--- src/rtl/mem_port_arbiter.sv ---
// mem_port_arbiter: shares one single-port memory between instruction fetch (IF) and data memory (DM).
//   DM has strict priority. Define MEM_ARB_STARVE_GUARD_EN to build a starvation guard that forces
//   an IF grant after STARVE_LIMIT consecutive DM wins against a pending fetch.
//   Ports: clk/rst (sync, active-high); IF side if_req/if_addr -> if_gnt/if_rvalid/if_rdata;
//   DM side dm_req/dm_we/dm_addr/dm_wdata -> dm_gnt/dm_done/dm_rdata;
//   memory side mem_req/mem_we/mem_addr/mem_wdata <- mem_ack/mem_rdata; busy = not idle.
//   Every output is driven straight from a register.
module mem_port_arbiter #(
    parameter int ADDR_W       = 32,
    parameter int DATA_W       = 32,
    parameter int STARVE_LIMIT = 4
) (
    input  logic              clk,
    input  logic              rst,
    input  logic              if_req,
    input  logic [ADDR_W-1:0] if_addr,
    output logic              if_gnt,
    output logic              if_rvalid,
    output logic [DATA_W-1:0] if_rdata,
    input  logic              dm_req,
    input  logic              dm_we,
    input  logic [ADDR_W-1:0] dm_addr,
    input  logic [DATA_W-1:0] dm_wdata,
    output logic              dm_gnt,
    output logic              dm_done,
    output logic [DATA_W-1:0] dm_rdata,
    output logic              mem_req,
    output logic              mem_we,
    output logic [ADDR_W-1:0] mem_addr,
    output logic [DATA_W-1:0] mem_wdata,
    input  logic              mem_ack,
    input  logic [DATA_W-1:0] mem_rdata,
    output logic              busy
);
    typedef enum logic [1:0] {IDLE, IF_ACC, DM_ACC} state_t;
    state_t            state_q, state_d;
    logic              if_gnt_q, if_gnt_d, if_rvalid_q, if_rvalid_d;
    logic              dm_gnt_q, dm_gnt_d, dm_done_q, dm_done_d;
    logic              mem_req_q, mem_req_d, mem_we_q, mem_we_d;
    logic [DATA_W-1:0] if_rdata_q, if_rdata_d, dm_rdata_q, dm_rdata_d;
    logic [DATA_W-1:0] mem_wdata_q, mem_wdata_d;
    logic [ADDR_W-1:0] mem_addr_q, mem_addr_d;
    logic              trip, grant_if, grant_dm, idle;
    assign idle     = (state_q == IDLE);
    assign grant_if = idle && if_req && (!dm_req || trip);
    assign grant_dm = idle && dm_req && !grant_if;
`ifdef MEM_ARB_STARVE_GUARD_EN
    logic [3:0] starve_q, starve_d;
    assign trip = (starve_q == 4'(STARVE_LIMIT));
    always_comb begin
        starve_d = starve_q;
        if (grant_if) starve_d = 4'd0;
        else if (grant_dm && if_req) starve_d = starve_q + 4'd1;
    end
    always_ff @(posedge clk) starve_q <= rst ? 4'd0 : starve_d;
`else
    // No guard: IF only wins when DM is silent (limit referenced only to keep it used).
    assign trip = 1'b0 && (STARVE_LIMIT > 0);
`endif
    // State and output registers
    always_ff @(posedge clk) begin
        if (rst) begin
            state_q     <= IDLE;
            if_gnt_q    <= 1'b0;
            if_rvalid_q <= 1'b0;
            if_rdata_q  <= '0;
            dm_gnt_q    <= 1'b0;
            dm_done_q   <= 1'b0;
            dm_rdata_q  <= '0;
            mem_req_q   <= 1'b0;
            mem_we_q    <= 1'b0;
            mem_addr_q  <= '0;
            mem_wdata_q <= '0;
        end else begin
            state_q     <= state_d;
            if_gnt_q    <= if_gnt_d;
            if_rvalid_q <= if_rvalid_d;
            if_rdata_q  <= if_rdata_d;
            dm_gnt_q    <= dm_gnt_d;
            dm_done_q   <= dm_done_d;
            dm_rdata_q  <= dm_rdata_d;
            mem_req_q   <= mem_req_d;
            mem_we_q    <= mem_we_d;
            mem_addr_q  <= mem_addr_d;
            mem_wdata_q <= mem_wdata_d;
        end
    end
    // Next-state logic
    always_comb begin
        state_d = state_q;
        if (idle) state_d = grant_dm ? DM_ACC : grant_if ? IF_ACC : IDLE;
        else if (mem_ack) state_d = IDLE;
    end
    // Output next-values: mem_* hold while an access is outstanding
    always_comb begin
        if_gnt_d    = grant_if;
        dm_gnt_d    = grant_dm;
        if_rvalid_d = (state_q == IF_ACC) && mem_ack;
        dm_done_d   = (state_q == DM_ACC) && mem_ack;
        if_rdata_d  = if_rvalid_d ? mem_rdata : if_rdata_q;
        // mem_we_q still holds the captured direction, so a store leaves dm_rdata untouched
        dm_rdata_d  = (dm_done_d && !mem_we_q) ? mem_rdata : dm_rdata_q;
        mem_req_d   = idle ? (grant_if || grant_dm) : !mem_ack;
        mem_we_d    = grant_dm ? dm_we : grant_if ? 1'b0 : mem_we_q;
        mem_addr_d  = grant_dm ? dm_addr : grant_if ? if_addr : mem_addr_q;
        mem_wdata_d = grant_dm ? dm_wdata : mem_wdata_q;
    end
    assign if_gnt    = if_gnt_q;
    assign if_rvalid = if_rvalid_q;
    assign if_rdata  = if_rdata_q;
    assign dm_gnt    = dm_gnt_q;
    assign dm_done   = dm_done_q;
    assign dm_rdata  = dm_rdata_q;
    assign mem_req   = mem_req_q;
    assign mem_we    = mem_we_q;
    assign mem_addr  = mem_addr_q;
    assign mem_wdata = mem_wdata_q;
    assign busy      = !idle;
endmodule

--- config.mk ---
export PLATFORM = sky130hd
export DESIGN_NAME = mem_port_arbiter
export DESIGN_NICKNAME = d
export VERILOG_FILES = /design/src/rtl/mem_port_arbiter.sv
export SDC_FILE = /design/constraint.sdc
export NUM_CORES = 1
export LEC_CHECK = 0
export CAP_MARGIN = 20
export CORE_AREA = 5 5 121 123
export CTS_CLUSTER_DIAMETER = 200
export DETAILED_ROUTE_END_ITERATION = 10
export DIE_AREA = 0 0 126 128
export PLACE_DENSITY = 0.86
export SLEW_MARGIN = 0
export SYNTH_ARGS = -nofsm -noshare
export SYNTH_HDL_FRONTEND = slang
export SYNTH_SLANG_ARGS = --single-unit
--- constraint.sdc ---
create_clock -name clk -period 1.76 [get_ports clk]
set_input_delay 0.264 -clock clk [delete_from_list [all_inputs] [get_ports clk]]
set_output_delay 0.264 -clock clk [all_outputs]
set_load 0.02 [all_outputs]
---- Yosys cells after proc, flatten, opt, wreduce, memory -nomap -nowiden ----
Cells that the tools add are included.
word-level totals
  memories kept ........................... 0
  bits in read-only memories .............. 0
  bits in latches ......................... 0
  register bits after elaboration ......... 136
  word-level logic and storage cells ...... 38
  RAM bits ................................ 0
operators by class
  reduce and logical (&&, ||, !) cells .... 16
  div/mod/pow operators ................... 0
  bitwise logic cells ..................... 0
  $mul .................................... 0
  add/subtract/negate cells ............... 0
  equal/unequal tests ..................... 2
  shifts and indexed selects .............. 0
  magnitude comparators ................... 0
  muxes and demuxes ....................... 9
operators by type and width
  cell                count
  $mux 32             2
  $logic_and 1x1->1   7
  $mux 2              3
  $logic_not 1->1     5
  $mux 1              4
  $reduce_bool 2->1   2
  $eq 2x1->1 const B  1
  $eq 2x2->1 const B  1
  $logic_not 2->1     1
  $logic_or 1x1->1    1

---- Longest topological paths before layout ----
  word-level depth ........................ 7
  mapped depth ............................ 6
  mapped depth without buffers ............ 4

---- Worst setup path before layout ----
No wires, ideal clock.
  kind .................................... reg2reg
  start point ............................. register state_q[0]
  end point ............................... register mem_wdata_q[10], in the netlist mem_wdata[10]
  data arrival time ....................... 1.149 ns
  stages on the path, launching flop included .. 7
  data required time ...................... 1.632 ns
  clock period less this slack ............ 1.277 ns
  path buffers ............................ 3
  slack ................................... 0.483 ns
  setup time .............................. 0.128 ns
  cells stage by stage .................... dfxtp_1 -> buf_2 -> nor3b_2 -> buf_4 -> buf_6 -> mux2i_1 -> nor2_1
on the way
  cells in the longest elaborated chain, start to end .. 5
RTL lines
  element                          line  text
  start, declared                  36    state_t state_q, state_d;
  start signal, assigned           75    state_q <= state_d;
  $logic_not 2->1 *                44    assign idle = (state_q == IDLE);
  $logic_and 1x1->1 (2 in series)  45    assign grant_if = idle && if_req && (!dm_req || trip);
  $logic_not 1->1                  46    assign grant_dm = idle && dm_req && !grant_if;
  $logic_and 1x1->1 *              46
  end signal, assigned             85    mem_wdata_q <= mem_wdata_d;
  end, declared                    41    logic [DATA_W-1:0] mem_wdata_q, mem_wdata_d;
Every way passes the cells marked *; elsewhere a longest branch is shown, timed or not.
A chain may end at the register's enable or synchronous reset.

---- Final worst setup path ----
  start point ............................. register if_rdata_q[7], in the netlist if_rdata[7]
  end point ............................... output if_rdata[7]
RTL lines
  element                 line  text
  start, declared         40    logic [DATA_W-1:0] if_rdata_q, if_rdata_d, dm_rdata_q, dm_rdata_d;
  start signal, assigned  78    if_rdata_q <= if_rdata_d;
  end, declared           19    output logic [DATA_W-1:0] if_rdata,
No word-level cell between the ends.

==> results.sh <==
export IMPL_slew_headroom_pct=75.0
export IMPL_critPathLaunchType="register"
export IMPL_min_period_ps=1680
export IMPL_grt_total_usage_pct=19.6
export IMPL_ys_seq_area_share_pct=52.1
export IMPL_root_buffer="clkbuf_16"
export IMPL_drt_iter0_markers=251
export IMPL_drcViolationCount=0
export IMPL_clockBufferDepth=2
export IMPL_timing_critical_path_slowest_cell_delay_ps=670
export IMPL_gp_congestion=0.773
export IMPL_io_buffers=268
export IMPL_fin_tns_setup_ps=0
export IMPL_ys_ff_latch=136
export IMPL_start_util_pct=38.6
export IMPL_htree_num_levels=4
export IMPL_die_area_um2=16100
export IMPL_synth_fp_nets=696
export IMPL_rsz0062_at_grt="no"
export IMPL_max_clock_freq_mhz=595
export IMPL_critPathTopFamily="buffers and inverters"
export IMPL_diodes=0
export IMPL_path_cells="clkdlybuf4s50_1"
export IMPL_vias=4881
export IMPL_coreArea_um2=13600
export IMPL_hold_viol=0
export IMPL_postCtsHoldBufs=0
export IMPL_final_cell_mix="264 x clkdlybuf4s50_1, 136 x dfxtp_1, 130 x nand2_1"
export IMPL_antenna_found_initial=0
export IMPL_drt_pass1_iterations=4
export IMPL_crit_path_max_fanout=2
export IMPL_syn_mean_instance_area_um2=9.30
export IMPL_path_buf_inv=1
export IMPL_route_antenna_remaining_nets=0
export IMPL_synth_distinct_cells=25
export IMPL_cts_buffers=17
export IMPL_dp_hpwl_um=11700
export IMPL_crit_required_ps=1500
export IMPL_holdPathStages=2
export IMPL_clock_sinks=136
export IMPL_tightest_slew_ps=375
export IMPL_synthesis_area_um2=5230
export IMPL_power_density_nw_per_um2=996
export IMPL_setup_viol=0
export IMPL_hold_start="rst"
export IMPL_final_common_cell="clkdlybuf4s50_1"
export IMPL_synth_cells=562
export IMPL_power_leakage_nw=3.22
export IMPL_drv_slew=0
export IMPL_vdd_drop_max_uv=666
export IMPL_cp_depth=1
export IMPL_cp_startpoint="if_rdata[7]$_SDFFE_PP0P_"
export IMPL_die_w_um=126
export IMPL_crit_slowest_cell="clkdlybuf4s50_1"
export IMPL_skew_ps=5.61
export IMPL_r2r_cells=5
export IMPL_grt_pass1_vias=5026
export IMPL_nNetsFinal=948
export IMPL_vias_per_cell=4.85
export IMPL_critPathArrivalTime_ps=1420
export IMPL_period_share_pct=95.5
export IMPL_die_h_um=128
export IMPL_crit_path_end_kind="output pin"
export IMPL_r2r_start="state_q[1]$_SDFFE_PP0P_"
export IMPL_cap_viol_max_count=0
export IMPL_clkTransAtPathRegs_ps=60
export IMPL_grt_start_max_net_pins=66
export IMPL_ys_warn_count=0
export IMPL_path_class="register to output pin"
export IMPL_cts_setup_buffers=0
export IMPL_avgRoutedWirePerCell_um=16.0
export IMPL_cts_tree="yes"
export IMPL_grt_pass1_wl_um=25200
export IMPL_status="finished clean"
export IMPL_fin_hold_ws_ps=214
export IMPL_hold_class="input port to register"
export IMPL_drive_gt1_share_pct=9.79
export IMPL_grt_overflow=0
export IMPL_num_rows=43
export IMPL_clock_latency_ps=410
export IMPL_area_delta_synth_final_pct=66.9
export IMPL_ios=269
export IMPL_routed_wl_um=16100
## state kept, by name, summed over array words and instances (netlist names)
name / flops
mem_we: 1
mem_req: 1
if_rdata: 32
state_q: 2
mem_wdata: 32
if_rvalid: 1
dm_rdata: 32
dm_done: 1
dm_gnt: 1
mem_addr: 32
if_gnt: 1
## routing by layer
| layer | routed length, µm | share of wire [%] | GRT usage [%] | up-vias |
|---|---|---|---|---|
| met5 | 0 | 0 | 0 | - |
| met4 | 383 | 2.4 | 8.45 | 0 |
| met3 | 1560 | 9.7 | 7.67 | 32 |
| met2 | 7870 | 49 | 33.6 | 201 |
| met1 | 6270 | 39 | 21.5 | 2238 |
| li1 | - | - | - | 2410 |
## power by group
| group | internal, W | switching, W | leakage [nW] | total (W) |
|---|---|---|---|---|
| Sequential | 0.00327 | 0.0000975 | 1.11 | 0.00337 |
| Combinational | 0.000816 | 0.000749 | 1.81 | 0.00157 |
| Clock | 0.00245 | 0.00131 | 0.300 | 0.00376 |
## cell type report
cell class                      instances  area (µm²)
Clock buffer                           21         460
Clock inverter                         11         170
Fill cell                            1122        4830
Inverter                                2        7.51
Multi-Input combinational cell        375        2250
Sequential cell                       136        2720
Tap cell                              180         225
Timing Repair Buffer                  282        2890
## logic make-up (layout without fill, tap and decap cells)
| logic type | count (synthesis) | count (layout) | share of synthesized area (%) |
|---|---|---|---|
| flops | 136 | 136 | 52.1 |
| simple gates | 178 | 178 | 13.8 |
| mux | 65 | 65 | 12.4 |
| compound gates | 132 | 132 | 16.3 |
| buf+inv | 51 | 316 | 5.34 |
## repair_timing
action	in CTS	in global routing
resized for setup	2	0
endpoints found under the hold margin	0	0
setup endpoints to repair	2	0
## through the flow
stage | utilization (%) | cell area, µm² | power (W) | instances | setup slack (ps)
floorplan | - | 5230 | 0.00417 | 562 | 483
global placement | 59.7 | 8100 | 0.00497 | 975 | 125
detailed placement | 59.7 | 8100 | 0.00500 | 975 | 81.3
CTS | 64.4 | 8720 | 0.00878 | 1007 | 50.3
global route | 64.4 | 8720 | 0.00904 | 1007 | 27.3
finish | 64.4 | 8720 | 0.00869 | 1007 | 79.2
## final timing paths
| path | endpoint | slack (ps) |
|---|---|---|
| max | if_rdata[7] | 80 |
| max reg2reg | mem_wdata[3]$_SDFFE_PP0P_ | 290 |
| min | dm_rdata[16]$_SDFFE_PP0P_ | 210 |
| min reg2reg | if_rdata[26]$_SDFFE_PP0P_ | 450 |
## synthesized netlist by cell type, drive strengths merged
| cell type | count | share of area [%] |
|---|---|---|
| a211oi | 32 | 4.6 |
| o21ai | 1 | 0.096 |
| inv | 2 | 0.14 |
| clkbuf | 12 | 0.86 |
| dfxtp | 136 | 52 |
| buf | 37 | 4.3 |
| nor2b | 1 | 0.12 |
| mux2i | 65 | 12 |
| nor4bb | 1 | 0.19 |
| nand3b | 2 | 0.29 |
| nor4b | 1 | 0.17 |
| nor2 | 39 | 3.0 |
| nand2 | 130 | 9.3 |
| and3b | 1 | 0.17 |
| nand4bb | 1 | 0.22 |
| a21oi | 99 | 12 |
| or2 | 1 | 0.12 |
| nor3b | 1 | 0.24 |
(Power assumes the default switching activity.)
